### config.mk
export PLATFORM = sky130hd
export DESIGN_NAME = text_cursor_writer_flat
export DESIGN_NICKNAME = d
export VERILOG_FILES = /design/src/rtl/text_cursor_if.sv /design/src/rtl/text_cursor_writer.sv /design/src/flat_wrapper.sv
export SDC_FILE = /design/constraint.sdc
export NUM_CORES = 1
export LEC_CHECK = 0
export CORE_ASPECT_RATIO = 1.4
export CORE_MARGIN = 2
export CORE_UTILIZATION = 50
export DETAILED_ROUTE_END_ITERATION = 6
export PLACE_DENSITY_LB_ADDON = 0.25
export SLEW_MARGIN = 20
export SYNTH_ARGS = -nofsm -noshare
export SYNTH_HDL_FRONTEND = slang
export SYNTH_SLANG_ARGS = --single-unit
### constraint.sdc
create_clock -name clk -period 6.5 [get_ports clk]
set_clock_uncertainty 0.15 [all_clocks]
set_input_delay 1.625 -clock clk [delete_from_list [all_inputs] [get_ports clk]]
set_output_delay 1.625 -clock clk [all_outputs]
set_load 0.005 [all_outputs]
### src/rtl/text_cursor_if.sv
// Byte-in / text-RAM-write-out bus of the text cursor writer.
// master: the writer itself; slave: the byte source, RAM and display side.
interface text_cursor_if #(
  parameter int ROW_W = 2,
  parameter int COL_W = 5
);
  logic             in_valid;
  logic [7:0]       in_data;
  logic             in_ready;
  logic             wr_en;
  logic [ROW_W-1:0] wr_row;
  logic [COL_W-1:0] wr_col;
  logic [7:0]       wr_data;
  logic [ROW_W-1:0] cur_row;
  logic [COL_W-1:0] cur_col;
  logic             busy;

  modport master (
    input  in_valid, in_data,
    output in_ready, wr_en, wr_row, wr_col, wr_data, cur_row, cur_col, busy
  );

  modport slave (
    output in_valid, in_data,
    input  in_ready, wr_en, wr_row, wr_col, wr_data, cur_row, cur_col, busy
  );
endinterface

### src/rtl/text_cursor_writer.sv
// Writes printable bytes at a (row,col) cursor into a text RAM and interprets
// LF/CR/BS/FF; row entry and form feed run multi-cycle blanking sequences.
module text_cursor_writer #(
  parameter int         COLS            = 32,
  parameter int         ROWS            = 4,
  parameter bit         CLEAR_ON_NEWROW = 1'b1,
  parameter logic [7:0] BLANK           = 8'h20,
  localparam int        COL_W           = $clog2(COLS),
  localparam int        ROW_W           = $clog2(ROWS)
) (
  input logic          clk,
  input logic          reset,
  text_cursor_if.master bus
);

  typedef enum logic [1:0] {IDLE, CLR_ROW, CLR_ALL} state_t;

  state_t           state;
  logic [ROW_W-1:0] clr_row;
  logic [COL_W-1:0] clr_col;

  logic             take;
  logic             printable;
  logic             last_col;
  logic             last_row;
  logic             clr_last_col;
  logic             clr_last_row;
  logic [ROW_W-1:0] next_row;

  assign take         = bus.in_valid & bus.in_ready;
  assign printable    = (bus.in_data >= 8'h20) && (bus.in_data <= 8'h7E);
  // Wrap points are COLS-1 / ROWS-1, so non-power-of-two geometries work.
  assign last_col     = (bus.cur_col == COL_W'(COLS - 1));
  assign last_row     = (bus.cur_row == ROW_W'(ROWS - 1));
  assign clr_last_col = (clr_col == COL_W'(COLS - 1));
  assign clr_last_row = (clr_row == ROW_W'(ROWS - 1));
  assign next_row     = last_row ? '0 : bus.cur_row + 1'b1;

  // NOTE: every register here is state, so only non-blocking assignments are
  // used; blocking ones would let later statements see half-updated values.
  always_ff @(posedge clk or posedge reset) begin
    if (reset) begin
      state       <= IDLE;
      clr_row     <= '0;
      clr_col     <= '0;
      bus.cur_row <= '0;
      bus.cur_col <= '0;
      bus.wr_en   <= 1'b0;
      bus.wr_row  <= '0;
      bus.wr_col  <= '0;
      bus.wr_data <= '0;
      bus.in_ready <= 1'b1;
      bus.busy    <= 1'b0;
    end else begin
      bus.wr_en <= 1'b0;
      case (state)
        IDLE: begin
          if (take) begin
            if (printable) begin
              bus.wr_en   <= 1'b1;
              bus.wr_row  <= bus.cur_row;
              bus.wr_col  <= bus.cur_col;
              bus.wr_data <= bus.in_data;
              if (!last_col) begin
                bus.cur_col <= bus.cur_col + 1'b1;
              end else begin
                bus.cur_col <= '0;
                bus.cur_row <= next_row;
                if (CLEAR_ON_NEWROW) begin
                  state        <= CLR_ROW;
                  clr_col      <= '0;
                  bus.in_ready <= 1'b0;
                  bus.busy     <= 1'b1;
                end
              end
            end else begin
              case (bus.in_data)
                8'h0A: begin
                  bus.cur_col <= '0;
                  bus.cur_row <= next_row;
                  if (CLEAR_ON_NEWROW) begin
                    state        <= CLR_ROW;
                    clr_col      <= '0;
                    bus.in_ready <= 1'b0;
                    bus.busy     <= 1'b1;
                  end
                end
                8'h0D: bus.cur_col <= '0;
                8'h08: begin
                  // Backspace never crosses back into the previous row.
                  if (bus.cur_col != '0) begin
                    bus.cur_col <= bus.cur_col - 1'b1;
                    bus.wr_en   <= 1'b1;
                    bus.wr_row  <= bus.cur_row;
                    bus.wr_col  <= bus.cur_col - 1'b1;
                    bus.wr_data <= BLANK;
                  end
                end
                8'h0C: begin
                  bus.cur_row  <= '0;
                  bus.cur_col  <= '0;
                  state        <= CLR_ALL;
                  clr_row      <= '0;
                  clr_col      <= '0;
                  bus.in_ready <= 1'b0;
                  bus.busy     <= 1'b1;
                end
                default: ;
              endcase
            end
          end
        end

        CLR_ROW: begin
          // The cursor already sits on the row being blanked.
          bus.wr_en   <= 1'b1;
          bus.wr_row  <= bus.cur_row;
          bus.wr_col  <= clr_col;
          bus.wr_data <= BLANK;
          if (clr_last_col) begin
            state        <= IDLE;
            bus.in_ready <= 1'b1;
            bus.busy     <= 1'b0;
          end else begin
            clr_col <= clr_col + 1'b1;
          end
        end

        CLR_ALL: begin
          bus.wr_en   <= 1'b1;
          bus.wr_row  <= clr_row;
          bus.wr_col  <= clr_col;
          bus.wr_data <= BLANK;
          if (clr_last_col) begin
            clr_col <= '0;
            if (clr_last_row) begin
              state        <= IDLE;
              bus.in_ready <= 1'b1;
              bus.busy     <= 1'b0;
            end else begin
              clr_row <= clr_row + 1'b1;
            end
          end else begin
            clr_col <= clr_col + 1'b1;
          end
        end

        default: state <= IDLE;
      endcase
    end
  end

endmodule

### src/flat_wrapper.sv
// flat-port wrapper written by rule: the top's interface ports become plain ports
module text_cursor_writer_flat 
#(
  parameter int         COLS            = 32,
  parameter int         ROWS            = 4,
  parameter bit         CLEAR_ON_NEWROW = 1'b1,
  parameter logic [7:0] BLANK           = 8'h20,
  localparam int        COL_W           = $clog2(COLS),
  localparam int        ROW_W           = $clog2(ROWS)
)
  (clk, reset, bus_in_valid, bus_in_data, bus_in_ready, bus_wr_en, bus_wr_row, bus_wr_col, bus_wr_data, bus_cur_row, bus_cur_col, bus_busy);
  text_cursor_if #(.ROW_W(($clog2(ROWS))), .COL_W(($clog2(COLS)))) bus_i ();
  input logic clk;
  input logic reset;
  input wire logic [$bits(bus_i.in_valid)-1:0] bus_in_valid;
  input wire logic [$bits(bus_i.in_data)-1:0] bus_in_data;
  output wire logic [$bits(bus_i.in_ready)-1:0] bus_in_ready;
  output wire logic [$bits(bus_i.wr_en)-1:0] bus_wr_en;
  output wire logic [$bits(bus_i.wr_row)-1:0] bus_wr_row;
  output wire logic [$bits(bus_i.wr_col)-1:0] bus_wr_col;
  output wire logic [$bits(bus_i.wr_data)-1:0] bus_wr_data;
  output wire logic [$bits(bus_i.cur_row)-1:0] bus_cur_row;
  output wire logic [$bits(bus_i.cur_col)-1:0] bus_cur_col;
  output wire logic [$bits(bus_i.busy)-1:0] bus_busy;
  assign bus_i.in_valid = bus_in_valid;
  assign bus_i.in_data = bus_in_data;
  assign bus_in_ready = bus_i.in_ready;
  assign bus_wr_en = bus_i.wr_en;
  assign bus_wr_row = bus_i.wr_row;
  assign bus_wr_col = bus_i.wr_col;
  assign bus_wr_data = bus_i.wr_data;
  assign bus_cur_row = bus_i.cur_row;
  assign bus_cur_col = bus_i.cur_col;
  assign bus_busy = bus_i.busy;
  text_cursor_writer #(.COLS(COLS), .ROWS(ROWS), .CLEAR_ON_NEWROW(CLEAR_ON_NEWROW), .BLANK(BLANK)) u_core (.clk(clk), .reset(reset), .bus(bus_i));
endmodule
After elaboration in Yosys (flattened, before gate mapping) --
Index checks and enable logic that the tools add are counted.
Word-level totals: output and inout bits 25, word-level logic and storage cells 127, flip-flop bits (word level) 34
Cells by class: mux-type cells 64, magnitude comparators 2, add/sub/neg operators 5, reductions and logical operators 19, eq/ne operators 25, bitwise gates (word level) 1
Operator list (count):
- $mux 5 | 12
- $mux 2 | 18
- $eq 8x4->1 const B | 4
- $mux 8 | 4
- $pmux 5 s2 | 2
- $mux 1 | 18
- $pmux 8 s2 | 1
- $reduce_and 4->1 | 4
- $pmux 5 s3 | 1
- $pmux 2 s2 | 3
- $pmux 2 s3 | 2
- $reduce_and 6->1 | 2
- $add 5x1->5 const B | 2
- $eq 5x5->1 const B | 2
- $ne 2x2->1 const B | 5
- $reduce_bool 3->1 | 3
- $ge 8x6->1 const B | 1
- $le 8x7->1 const B | 1
- $ne 2x1->1 const B | 4
- $reduce_and 7->1 | 1
- $eq 2x2->1 const B | 3
- $ne 3x1->1 const B | 2
- $ne 3x2->1 const B | 2
- $pmux 1 s3 | 2
- other kinds (14) | 17

Logic depth before layout (Yosys ltp) --
word-level depth 6, mapped depth 8

Least setup slack after synthesis --
No wires, ideal clock.
kind input to register, from input bus_in_data[4], to register u_core.clr_row[0], arrival 2.972 ns, data required time 6.225 ns, slack 3.253 ns, buffers on the path 0, cell stages on the path 5, library setup time 0.125 ns, path through nor4_2 > and3_1 > nand3_1 > a21oi_1 > mux2_2
Between the ends: longest elaborated chain between the ends 4, elaborated cells on any way between the ends 7
RTL lines:
- start, declared | RTL line flat_wrapper.sv:16 | input wire logic [$bits(bus_i.in_data)-1:0] bus_in_data;
- $ge 8x6->1 or $le 8x7->1 (tied branches) | RTL line text_cursor_writer.sv:31 | assign printable = (bus.in_data >= 8'h20) && (bus.in_data <= 8'h7E);
- $logic_and 1x1->1 | RTL line text_cursor_writer.sv:31
- $ne 2x2->1 (no line)
- $reduce_and 6->1 (no line) (*)
- end signal, assigned | RTL line text_cursor_writer.sv:141 | clr_row <= clr_row + 1'b1;
- end, declared | RTL line text_cursor_writer.sv:19 | logic [ROW_W-1:0] clr_row;
Every way passes the cells marked *; elsewhere a longest branch is shown, timed or not. A chain may end at the register's enable or synchronous reset.

Worst setup path in the final report --
from input bus_in_data[2], to register u_core.bus.wr_col[4]
Between the ends: longest elaborated chain between the ends 5, elaborated cells on any way between the ends 10
RTL lines:
- $ge 8x6->1 or $le 8x7->1 (tied branches) | RTL line text_cursor_writer.sv:31
- $logic_and 1x1->1 | RTL line text_cursor_writer.sv:31
- $mux 5 | RTL line text_cursor_writer.sv:59 | if (printable) begin
- $mux 5 | RTL line text_cursor_writer.sv:58 | if (take) begin
- $pmux 5 s2 | RTL line text_cursor_writer.sv:56 | case (state)
- end signal, assigned | RTL line text_cursor_writer.sv:62 | bus.wr_col <= bus.cur_col;
- end signal, assigned | RTL line text_cursor_writer.sv:95 | bus.wr_col <= bus.cur_col - 1'b1;
- end signal, assigned | RTL line text_cursor_writer.sv:118 | bus.wr_col <= clr_col;
- end, declared | RTL line text_cursor_if.sv:20 | output in_ready, wr_en, wr_row, wr_col, wr_data, cur_row, cur_col, busy
Several ways; a longest one is shown, not always the timed one. The select of a mux whose other input is x is not followed.

==> impl_metrics.env <==
export IMPL_ys_warn_count=0
export IMPL_crit_top_cell="mux2_2"
export IMPL_endpoint_kind="flop"
export IMPL_gp_congestion=0.795
export IMPL_wl_per_cell_um=15.0
export IMPL_syn_area_per_cell_um2=9.89
export IMPL_portBuffers=35
export IMPL_async_reset_ff_share_pct=100
export IMPL_io_pins=36
export IMPL_area_growth_pct=21.1
export IMPL_max_slew_margin_rel_pct=35.9
export IMPL_maxCapViolations=0
export IMPL_multi_input_area_mm2=0.00124
export IMPL_start_util_pct=52.2
export IMPL_status="finished clean"
export IMPL_die_w_um=60.2
export IMPL_dr_pass1_iters=5
export IMPL_post_cts_buffers=0
export IMPL_dieArea_mm2=0.00498
export IMPL_clk_latency_ns=0.29
export IMPL_nFillCells=370
export IMPL_slowest_stage="o21ai_2"
export IMPL_grt_pass1_vias=1716
export IMPL_syn_nets=247
export IMPL_die_h_um=82.7
export IMPL_grt_max_degree=35
export IMPL_clock_sinks=34
export IMPL_cp_num_buf_inv=1
export IMPL_synth_distinct_cells=54
export IMPL_cts_buffers=5
export IMPL_worst_setup_path_type="input port to flop"
export IMPL_drive_above_1_share_pct=14.7
export IMPL_fmax_mhz=249
export IMPL_synth_area_mm2=0.00221
export IMPL_via_count=1814
export IMPL_cp_arrival_ns=4.04
export IMPL_cts_root_buf="clkbuf_8"
export IMPL_routed_wirelength_um=4780
export IMPL_setup_tns_ns=0
export IMPL_hp_class="flop to flop"
export IMPL_synth_main_ff_cell="dfrtp_1"
export IMPL_rsz0062_at_grt="false"
export IMPL_slowest_delay_ns=0.68
export IMPL_rows=28
export IMPL_antenna_cells=0
export IMPL_yosysTopAreaCell="dfrtp_1"
export IMPL_coreArea_mm2=0.00424
export IMPL_synth_top_cells_by_area="dfrtp_1, mux2_2, ha_1"
export IMPL_maxSlewViolCount=0
export IMPL_crit_fanout=21
export IMPL_power_density_mw_per_mm2=359
export IMPL_vdd_ir_drop_worst_uv=199
export IMPL_post_route_period_util_pct=61.7
export IMPL_dp_hpwl_um=3450
export IMPL_hold_viol=0
export IMPL_htree_levels=2
export IMPL_dpl_cell_count=311
export IMPL_viasPerCell=5.69
export IMPL_ys_seq_elements=34
export IMPL_tightest_slew_ns=0.955
export IMPL_syn_inst=224
export IMPL_synth_top_cell_area_share_pct=37.3
export IMPL_seq_area_frac_synth_pct=38.5
export IMPL_p_leak_uw=0.00120
export IMPL_fin_cells=319
export IMPL_drt_iter0_markers=82
export IMPL_clock_path_buffers=2
export IMPL_postCtsHoldBufs=0
export IMPL_drcViolationCount=0
export IMPL_clkTransAtPathRegs_ns=0.07
export IMPL_r2r_slack_ns=3.97
export IMPL_grt_pass1_wl_um=7870
export IMPL_fin_total_pwr_uw=963
export IMPL_path_cells="clkdlybuf4s50_1 > nand3_1 > o21ai_2 > mux2_2 > a221o_1 > mux2_2"
export IMPL_grt_ovfl_total=0
export IMPL_grt_util_all_layers_pct=21.6
export IMPL_nets=281
export IMPL_cts_tree="done"
export IMPL_cp_required_ns=6.53
export IMPL_antenna_found_initial=0
export IMPL_startpoint_type="input port"
export IMPL_cp_top_family="compound AO/OA/AOI/OAI gates"
export IMPL_antenna_left=0
export IMPL_synth_edf_count=0
export IMPL_min_period_ns=4.01
export IMPL_register_area_um2=852
export IMPL_cts_resized=0
export IMPL_setup_viol=0
[through the flow]
step           area, um^2  utilization, %  hold slack, ns  setup WS, ns
4_1_cts              2680            63.3           0.368          2.51
2_1_floorplan        2210               -           0.338          3.25
3_3_place_gp         2590            61.2           0.336          2.27
5_1_grt              2680            63.3           0.387          2.34
6_report             2680            63.3           0.364          2.49
3_5_place_dp         2590            61.2           0.347          2.20
[final timing paths]
kind                                      start  cells past startpoint                    end
setup / recovery                 bus_in_data[2]                      6   u_core.bus.wr_col[4]
hold / removal             u_core.bus.wr_row[0]                      1   u_core.bus.wr_row[0]
setup reg to reg                u_core.state[0]                      6  u_core.bus.cur_col[2]
hold reg to reg            u_core.bus.wr_row[0]                      1   u_core.bus.wr_row[0]
max in group asynchronous                 reset                      3    u_core.bus.in_ready
min in group asynchronous                 reset                      3  u_core.bus.wr_data[7]
[worst register-to-register path, delay by kind of cell, from the launching register on]
kind	cells	cell delay (ns)
buffers and inverters	2	0.34
AOI/OAI and AO/OA	3	1.12
DFF	1	0.41
adders and majority gates	1	0.39
[state kept, by name (all words and copies together) (netlist names), 2 cells and up]
signal and count:
u_core.bus.wr_col 5, u_core.clr_row 2, u_core.bus.cur_row 2, u_core.bus.cur_col 5, u_core.state 2, u_core.clr_col 5, u_core.bus.wr_row 2, u_core.bus.wr_data 8
[layout make-up]
class / count / share of cell area, %
Inverter: 19 / 2.66
Multi-Input combinational cell: 162 / 46.1
Clock buffer: 8 / 3.36
Timing Repair Buffer: 36 / 13.3
Sequential cell: 34 / 31.8
Tap cell: 60 / 2.80
[power by group]
group          switching [uW]  total (uW)  internal (uW)
registers                55.9         331            275
logic                     216         468            252
clock network            77.1         163           86.4
[cell families after synthesis]
| group | count (synthesis) | synth area share, % |
|---|---|---|
| fa+ha+maj | 12 | 6.78 |
| mux | 32 | 16.0 |
| flops | 34 | 38.5 |
| simple gates | 74 | 18.1 |
| compound gates | 42 | 14.1 |
| xor+xnor | 2 | 0.791 |
| buf+inv | 28 | 5.71 |
[layer usage]
layer	global-route usage, %	up-vias	share of wire (%)
met3	4.98	8	4.8
met5	0	-	0
li1	-	869	-
met2	37.8	51	52
met4	10.9	0	2.2
met1	23.8	886	41
[layout by cell type (no fill, tap or decap), types with 4 or more instances in the layout]
master / instances
dfrtp_1: 33
and3_1: 4
clkdlybuf4s50_1: 35
ha_1: 12
inv_1: 19
nor2b_1: 7
nand2_1: 16
mux2_2: 16
mux2i_1: 13
o21ai_0: 6
a21oi_1: 7
nor3_1: 5
nor2_1: 14
clkbuf_8: 6
nand3_1: 10
[synthesized netlist by cell type (2+ instances only)]
| library cell | instances |
|---|---|
| or3_1 | 3 |
| a22o_1 | 2 |
| dfrtp_1 | 33 |
| nor2b_1 | 7 |
| ha_1 | 12 |
| mux2_4 | 3 |
| o22ai_1 | 3 |
| and3_1 | 4 |
| o211ai_1 | 3 |
| nor4_1 | 3 |
| a211oi_1 | 2 |
| nand3_1 | 10 |
| clkbuf_1 | 2 |
| or3b_2 | 2 |
| nand2_1 | 16 |
| o21a_1 | 2 |
| a21oi_1 | 7 |
| nor3b_1 | 2 |
| o21ai_0 | 6 |
| nor2_1 | 14 |
| mux2i_1 | 13 |
| inv_1 | 19 |
| mux2_2 | 16 |
| buf_2 | 5 |
| buf_6 | 2 |
| nor3_1 | 5 |
(Power assumes the default switching activity.)
